--- src/rtl/deser_pkg.sv ---
// deser_pkg: shared FSM state type and bit-position helper for the bit deserializer.
package deser_pkg;
    typedef enum logic [1:0] {IDLE, COLLECT, HOLD} state_t;
    function automatic int bit_pos(input int idx, input int width, input bit msb_first);
        return msb_first ? width - 1 - idx : idx;
    endfunction
endpackage

--- src/rtl/deser_bit_counter.sv ---
// deser_bit_counter: mod-WIDTH word index counter with synchronous clear and a last-position flag.
module deser_bit_counter #(
    parameter int WIDTH = 8,
    parameter int IW = $clog2(WIDTH)
) (
    input  logic          clk,
    input  logic          rst_n,
    input  logic          clr,
    input  logic          inc,
    output logic [IW-1:0] idx,
    output logic          last
);
    assign last = idx == IW'(WIDTH - 1);
    always_ff @(posedge clk or negedge rst_n)
        if (!rst_n) idx <= '0;
        else if (clr) idx <= '0;
        else if (inc) idx <= last ? '0 : idx + 1'b1;
endmodule

--- src/rtl/bit_deserializer.sv ---
// bit_deserializer: serial-to-parallel receiver with a one-entry valid/ready output register.
module bit_deserializer
    import deser_pkg::*;
#(
    parameter int WIDTH = 8,
    parameter int MSB_FIRST = 1
) (
    input  logic             clk,
    input  logic             rst_n,
    input  logic             clr,
    input  logic             in_bit,
    input  logic             in_valid,
    output logic             in_ready,
    output logic [WIDTH-1:0] out_data,
    output logic             out_valid,
    input  logic             out_ready
);
    localparam int IW = $clog2(WIDTH);
    state_t state, state_nxt;
    logic [WIDTH-1:0] asm, asm_nxt;
    logic [IW-1:0] idx, pos;
    logic last, acc, take, done, load_new, load_held;
    assign in_ready  = state != HOLD;
    assign acc       = in_valid & in_ready & ~clr;
    assign take      = out_valid & out_ready;
    assign done      = acc & last;
    assign load_new  = done & (~out_valid | take);
    // a completed word parked in asm drains as soon as the slot is taken, unless aborted
    assign load_held = (state == HOLD) & take & ~clr;
    assign pos       = IW'(bit_pos(int'(idx), WIDTH, MSB_FIRST != 0));
    deser_bit_counter #(.WIDTH(WIDTH)) u_cnt (
        .clk  (clk),
        .rst_n(rst_n),
        .clr  (clr),
        .inc  (acc),
        .idx  (idx),
        .last (last)
    );
    always_comb begin
        asm_nxt = asm;
        if (acc) asm_nxt[pos] = in_bit;
        state_nxt = clr       ? IDLE :
                    load_held ? IDLE :
                    done      ? (load_new ? IDLE : HOLD) :
                    acc       ? COLLECT : state;
    end
    always_ff @(posedge clk or negedge rst_n)
        if (!rst_n) begin
            state     <= IDLE;
            asm       <= '0;
            out_data  <= '0;
            out_valid <= 1'b0;
        end else begin
            state     <= state_nxt;
            asm       <= clr ? '0 : asm_nxt;
            out_data  <= load_new ? asm_nxt : load_held ? asm : out_data;
            out_valid <= load_new | load_held | (out_valid & ~take);
        end
endmodule

--- config.mk ---
export PLATFORM = sky130hd
export DESIGN_NAME = bit_deserializer
export DESIGN_NICKNAME = d
export VERILOG_FILES = /design/src/rtl/deser_pkg.sv /design/src/rtl/deser_bit_counter.sv /design/src/rtl/bit_deserializer.sv
export SDC_FILE = /design/constraint.sdc
export NUM_CORES = 1
export LEC_CHECK = 0
export ABC_AREA = 1
export BUFFER_PORTS_ARGS = -buffer_cell sky130_fd_sc_hd__buf_2
export CORE_MARGIN = 3
export CORE_UTILIZATION = 35
export DETAILED_ROUTE_END_ITERATION = 8
export PLACE_DENSITY_LB_ADDON = 0.05
export SYNTH_ARGS = -nofsm -noshare
export SYNTH_HDL_FRONTEND = slang
export SYNTH_SLANG_ARGS = --single-unit
--- constraint.sdc ---
create_clock -name clk -period 2 [get_ports clk]
set_input_delay 0.4 -clock clk [delete_from_list [all_inputs] [get_ports clk]]
set_output_delay 0.4 -clock clk [all_outputs]
set_load 0.005 [all_outputs]
-- Word level (Yosys, flattened, before mapping)
Cells that the tools add are included.
W data, S select, Z words.
- flip-flop bits (word level): 22
- output and inout bits: 10
- add/sub/neg operators: 2
- $lt $le $gt $ge: 2
- equality and inequality tests: 3
- muxes and demuxes: 15
- bitwise operators: 14
- reductions and logical operators: 4
- operators with widths (cell ; count):
    $mux W8 ; 4
    $mux W2 ; 5
    $mux W3 ; 3
    $and A1 B1 Y1 ; 8
    $bwmux W8 ; 1
    $lt A3 B4 Y1 const B ; 1
    $reduce_bool A2 Y1 ; 2
    $reduce_bool A4 Y1 ; 1
    $add A3 B1 Y3 const B ; 1
    $demux W1 S3 ; 1
    $eq A3 B3 Y1 const B ; 1
    $ge A3 B1 Y1 const B ; 1
    $not A1 Y1 ; 3
    $or A1 B1 Y1 ; 3
    $sub A3 B3 Y3 const A ; 1
    $eq A2 B2 Y1 const B ; 1
    $ne A2 B2 Y1 const B ; 1
    $logic_and A1 B1 Y1 ; 1
    $mux W1 ; 1

-- Longest topological paths before layout
- depth after elaboration: 9
- mapped depth: 9

-- Hierarchy
A second synthesis with hierarchy kept.
- cells, all modules: 177
- area total of the unflattened synthesis: 1307.5 sq um
- modules (own cells, without submodules) (module ; instances ; cells an instance ; area an instance (sq um)):
    bit_deserializer ; 1 ; 160 ; 1156.1
    deser_bit_counter ; 1 ; 17 ; 151.4

-- Least setup slack after synthesis
OpenSTA, ideal clock, no wires.
- kind: flip-flop to flip-flop
- start: register u_cnt.idx[0]
- end: register out_data[3]
- arrival time: 1.145 ns
- setup slack: 0.742 ns
- stages on the path, launching flop included: 8
- buffers on the path: 0
- cell sequence: dfrtp_1 -> ha_1 -> ha_1 -> nand4_2 -> nor2_4 -> nand3_1 -> nand2_1 -> inv_1
- word-level cells in the longest chain between the ends: 8
- elaborated cells on any way between the ends: 13
- those cells by class: add/sub (1); order compare (2); eq/ne (1); mux (5); bitwise (2); reduce/logical (2)
- ends and longest elaborated chain (what ; RTL line ; RTL):
    start, declared ; deser_bit_counter.sv:10 ; output logic [IW-1:0] idx,
    start signal, assigned ; deser_bit_counter.sv:17 ; else if (inc) idx <= last ? '0 : idx + 1'b1;
    $sub A3 B3 Y3 ; deser_pkg.sv:5 ; return msb_first ? width - 1 - idx : idx;
    $lt A3 B4 Y1 (not written as such) / $ge A3 B1 Y1 (equally long branches) ; bit_deserializer.sv:41 ; if (acc) asm_nxt[pos] = in_bit;
    $logic_and A1 B1 Y1 (not written as such) ; bit_deserializer.sv:41 ;
    $mux W1 (not written as such) ; bit_deserializer.sv:41 ;
    $demux W1 S3 ; bit_deserializer.sv:41 ;
    $bwmux W8 ; bit_deserializer.sv:41 ;
    $mux W8 ; bit_deserializer.sv:41 ;
    $mux W8 ; bit_deserializer.sv:56 ; out_data <= load_new ? asm_nxt : load_held ? asm : out_data;
    end signal, assigned ; bit_deserializer.sv:56 ;
    end, declared ; bit_deserializer.sv:14 ; output logic [WIDTH-1:0] out_data,
Several ways; a longest one is shown, not always the timed one.
A chain may end at the register's enable or synchronous reset.

-- Worst setup path after layout
- start: register u_cnt.idx[1]
- end: register out_data[5]
Same word-level chain as after synthesis.

==> impl_metrics.yaml <==
worst_setup_path:
  rrSetupSlack_ns: 0.27
  crit_type: "flip-flop to flip-flop"
  critPathLaunchType: "flip-flop"
  path_cells: "ha_1 > ha_1 > nand4_2 > nor2_4 > nand3_1 > nand2_1 > inv_1"
  cp_data_arrival_time_ns: 1.94
  worst-path-max-fanout: 11
  r2r_end: "out_data[5]"
  r2r_start: "u_cnt.idx[1]"
  cp-end-kind: "flip-flop"
  critPathSlowestCell: "dfrtp_1"
  critical-path-max-stage-delay_ns: 0.56
  path_common_cell: "ha_1"
  required_ns: 2.21
  r2r_cells: 7
synth:
  yosysTopAreaCell: "dfrtp_1"
  ys_warn_count: 0
  synth_area_leaders: "dfrtp_1 43%, nand2_1 21%, nand3_1 7.4%, nor2_1 4.1%, a21oi_1 3.1%"
  yosysSeqAreaShare_pct: 43.05
  synth_cell_types: 20
  synth_seq_cells: 22
  synth_top_cell_area_share_pct: 43.05
  avgSynthCellArea_um2: 7.349
  syn_area_mm2: 0.001279
  syn_nets: 182
  syn_inst: 174
global_routing:
  grt_antenna_before_repair: 0
  grt_pass1_vias: 1108
  gr-total-overflow: 0
  grtUsageTotal_pct: 16.13
  grt_max_degree: 23
  grt_first_pass_wirelength_um: 5375
pwr:
  combPwrFrac_pct: 10.5
  intPower_uw: 549.1
  switching_power_uw: 210.2
  power_uw: 759.3
  power_density_mw_per_mm2: 549.7
  irDropWorstVdd_mv: 0.3388
  switching_share_pct: 27.69
  power_frac_seq_pct: 61.8
  clock_power_share_pct: 27.7
  leakagePower_nw: 0.7531
die:
  initial_utilization_pct: 37.44
  fp.coreArea_mm2: 0.003416
  num_io_pins: 16
  dieArea_mm2: 0.004415
  die_h_um: 66.45
  fp-row-count: 21
  die_w_um: 66.45
sta:
  relSlewSlack_pct: 64.81
  finalCritPeriodShare_pct: 86.27
  fin_skew_ns: 0.005713
  hold_viol_final: 0
  hold_ws_ns: 0.04423
  setup_viol: 0
  final.setup.tns_ns: 0
  rsz0062_at_grt: "no"
  worst_pin_slew_ns: 0.5279
  timing.fmax_mhz: 579.6
  period_minus_slack_ns: 1.725
  slew_violations: 0
clock_tree:
  worst_skew_pair.late_latency_ns: 0.31
  cts_tree: "done"
  post_cts_buffers: 0
  cts_root_buf: "clkbuf_4"
  cts_resized: 0
  cts_num_sinks: 22
  holdBufCountCts: 0
  clock_path_buffers: 2
  cts_buffers: 3
  htreeDepth: 1
  clk_pin_slew_ns: 0.13
final_layout:
  fin_nets: 195
  area_growth_pct: 8.023
  design_area_mm2: 0.001381
  drive_gt1_share_pct: 15.14
  n_antenna_cell: 0
placement:
  port_buffers: 15
  routabilityCongestion: 0.7967
  dp_hpwl_um: 2070
  placed_area_mm2: 0.001359
hold_path:
  hold_class: "input port to async pin"
routing:
  drc: 0
  wl_um: 3069
  avgViaCountPerCell: 4.948
  drtAntennaViolNets: 0
  via_count: 1143
  dr.pass1.iters: 4
  drt_iter0_drc: 47
  wl_per_cell_um: 13.29
flow_run:
  drv_cap: 0
status:
  status: "finished clean"
==> registers in the layout (all words and copies together), names as in the netlist <==
signal     flops
asm            8
out_data       8
out_valid      1
state          2
u_cnt.idx      3
==> per-layer routing <==
layer	vias to the layer above	wire (µm)	global-route usage, %	part of all wire, %
li1	584	-	-	-
met1	527	1541	21.28	50
met2	28	1381	26.15	45
met3	4	112	3.912	3.6
met4	0	34	4.315	1.1
met5	-	0	0	0
==> area by class of cell <==
cell class | count | area, µm²
repair buffers | 15 | 75.07
well taps | 46 | 57.56
multi-input cells | 133 | 628.1
clock buffers | 3 | 22.52
fillers | 377 | 2034
flip-flops and latches | 22 | 550.5
inverters | 12 | 47.55
==> worst max path at each step <==
stage / slack [ns] / startpoint / end / depth (start not counted)
2_1_floorplan: 0.74 / u_cnt.idx[0] / out_data[3] / 7
3_3_place_gp: 0.36 / u_cnt.idx[1] / out_data[7] / 7
3_5_place_dp: 0.30 / u_cnt.idx[1] / out_data[5] / 7
4_1_cts: 0.28 / u_cnt.idx[1] / out_data[5] / 7
5_1_grt: 0.16 / u_cnt.idx[1] / out_data[3] / 7
6_report: 0.27 / u_cnt.idx[1] / out_data[5] / 7
==> power by group through the flow <==
| stage | Sequential [mW] | Clock (mW) | Combinational [mW] |
|---|---|---|---|
| after floorplan | 0.469 | 0 | 0.0626 |
| after global placement | 0.476 | 0 | 0.0809 |
| after detailed placement | 0.478 | 0 | 0.0810 |
| after CTS | 0.469 | 0.227 | 0.0815 |
| after global routing | 0.471 | 0.242 | 0.0925 |
| final | 0.469 | 0.211 | 0.0794 |
==> metrics by stage <==
step	util (%)	instances	setup slack, ns
after floorplan	-	174	0.7417
after global placement	39.78	228	0.3551
after detailed placement	39.78	228	0.3047
after CTS	40.44	231	0.2772
after global routing	40.44	231	0.1563
final	40.44	231	0.2747
==> cells in the final DEF (no fill, tap or decap), drive strengths merged <==
cell / n
inv: 12
ha: 2
buf: 15
a21oi: 9
nor2: 17
o21ai: 4
nand2: 73
dfrtp: 22
nand3: 19
o22ai: 1
clkbuf: 3
nand4: 8
==> Yosys cell counts <==
master,instances
nand2_1,71
dfrtp_1,22
nand3_1,19
nor2_1,14
inv_1,10
a21oi_1,8
nand4_1,6
o21ai_0,4
buf_2,3
buf_6,3
nor2_4,3
ha_1,2
nand4_2,2
a21oi_2,1
clkbuf_1,1
inv_2,1
inv_4,1
nand2_2,1
nand2_4,1
o22ai_1,1
==> critical path: cells and delay by family, from the launching register on <==
kind	cells	cell delay, ns
flip-flops	1	0.56
adder cells (fa/ha/maj)	2	0.41
AND/OR/NAND/NOR	4	0.62
buffers and inverters	1	0.04
==> kinds of logic (layout without fill, tap and decap cells) <==
kind of cell / Yosys count / after routing / synth area share (%)
AOI/OAI and AO/OA: 14 / 14 / 5.871
adders and majority gates: 2 / 2 / 1.957
buffers and inverters: 19 / 30 / 7.827
DFF: 22 / 22 / 43.05
and+or+nand+nor: 117 / 117 / 41.29
Power figures use the tool's default switching activity.
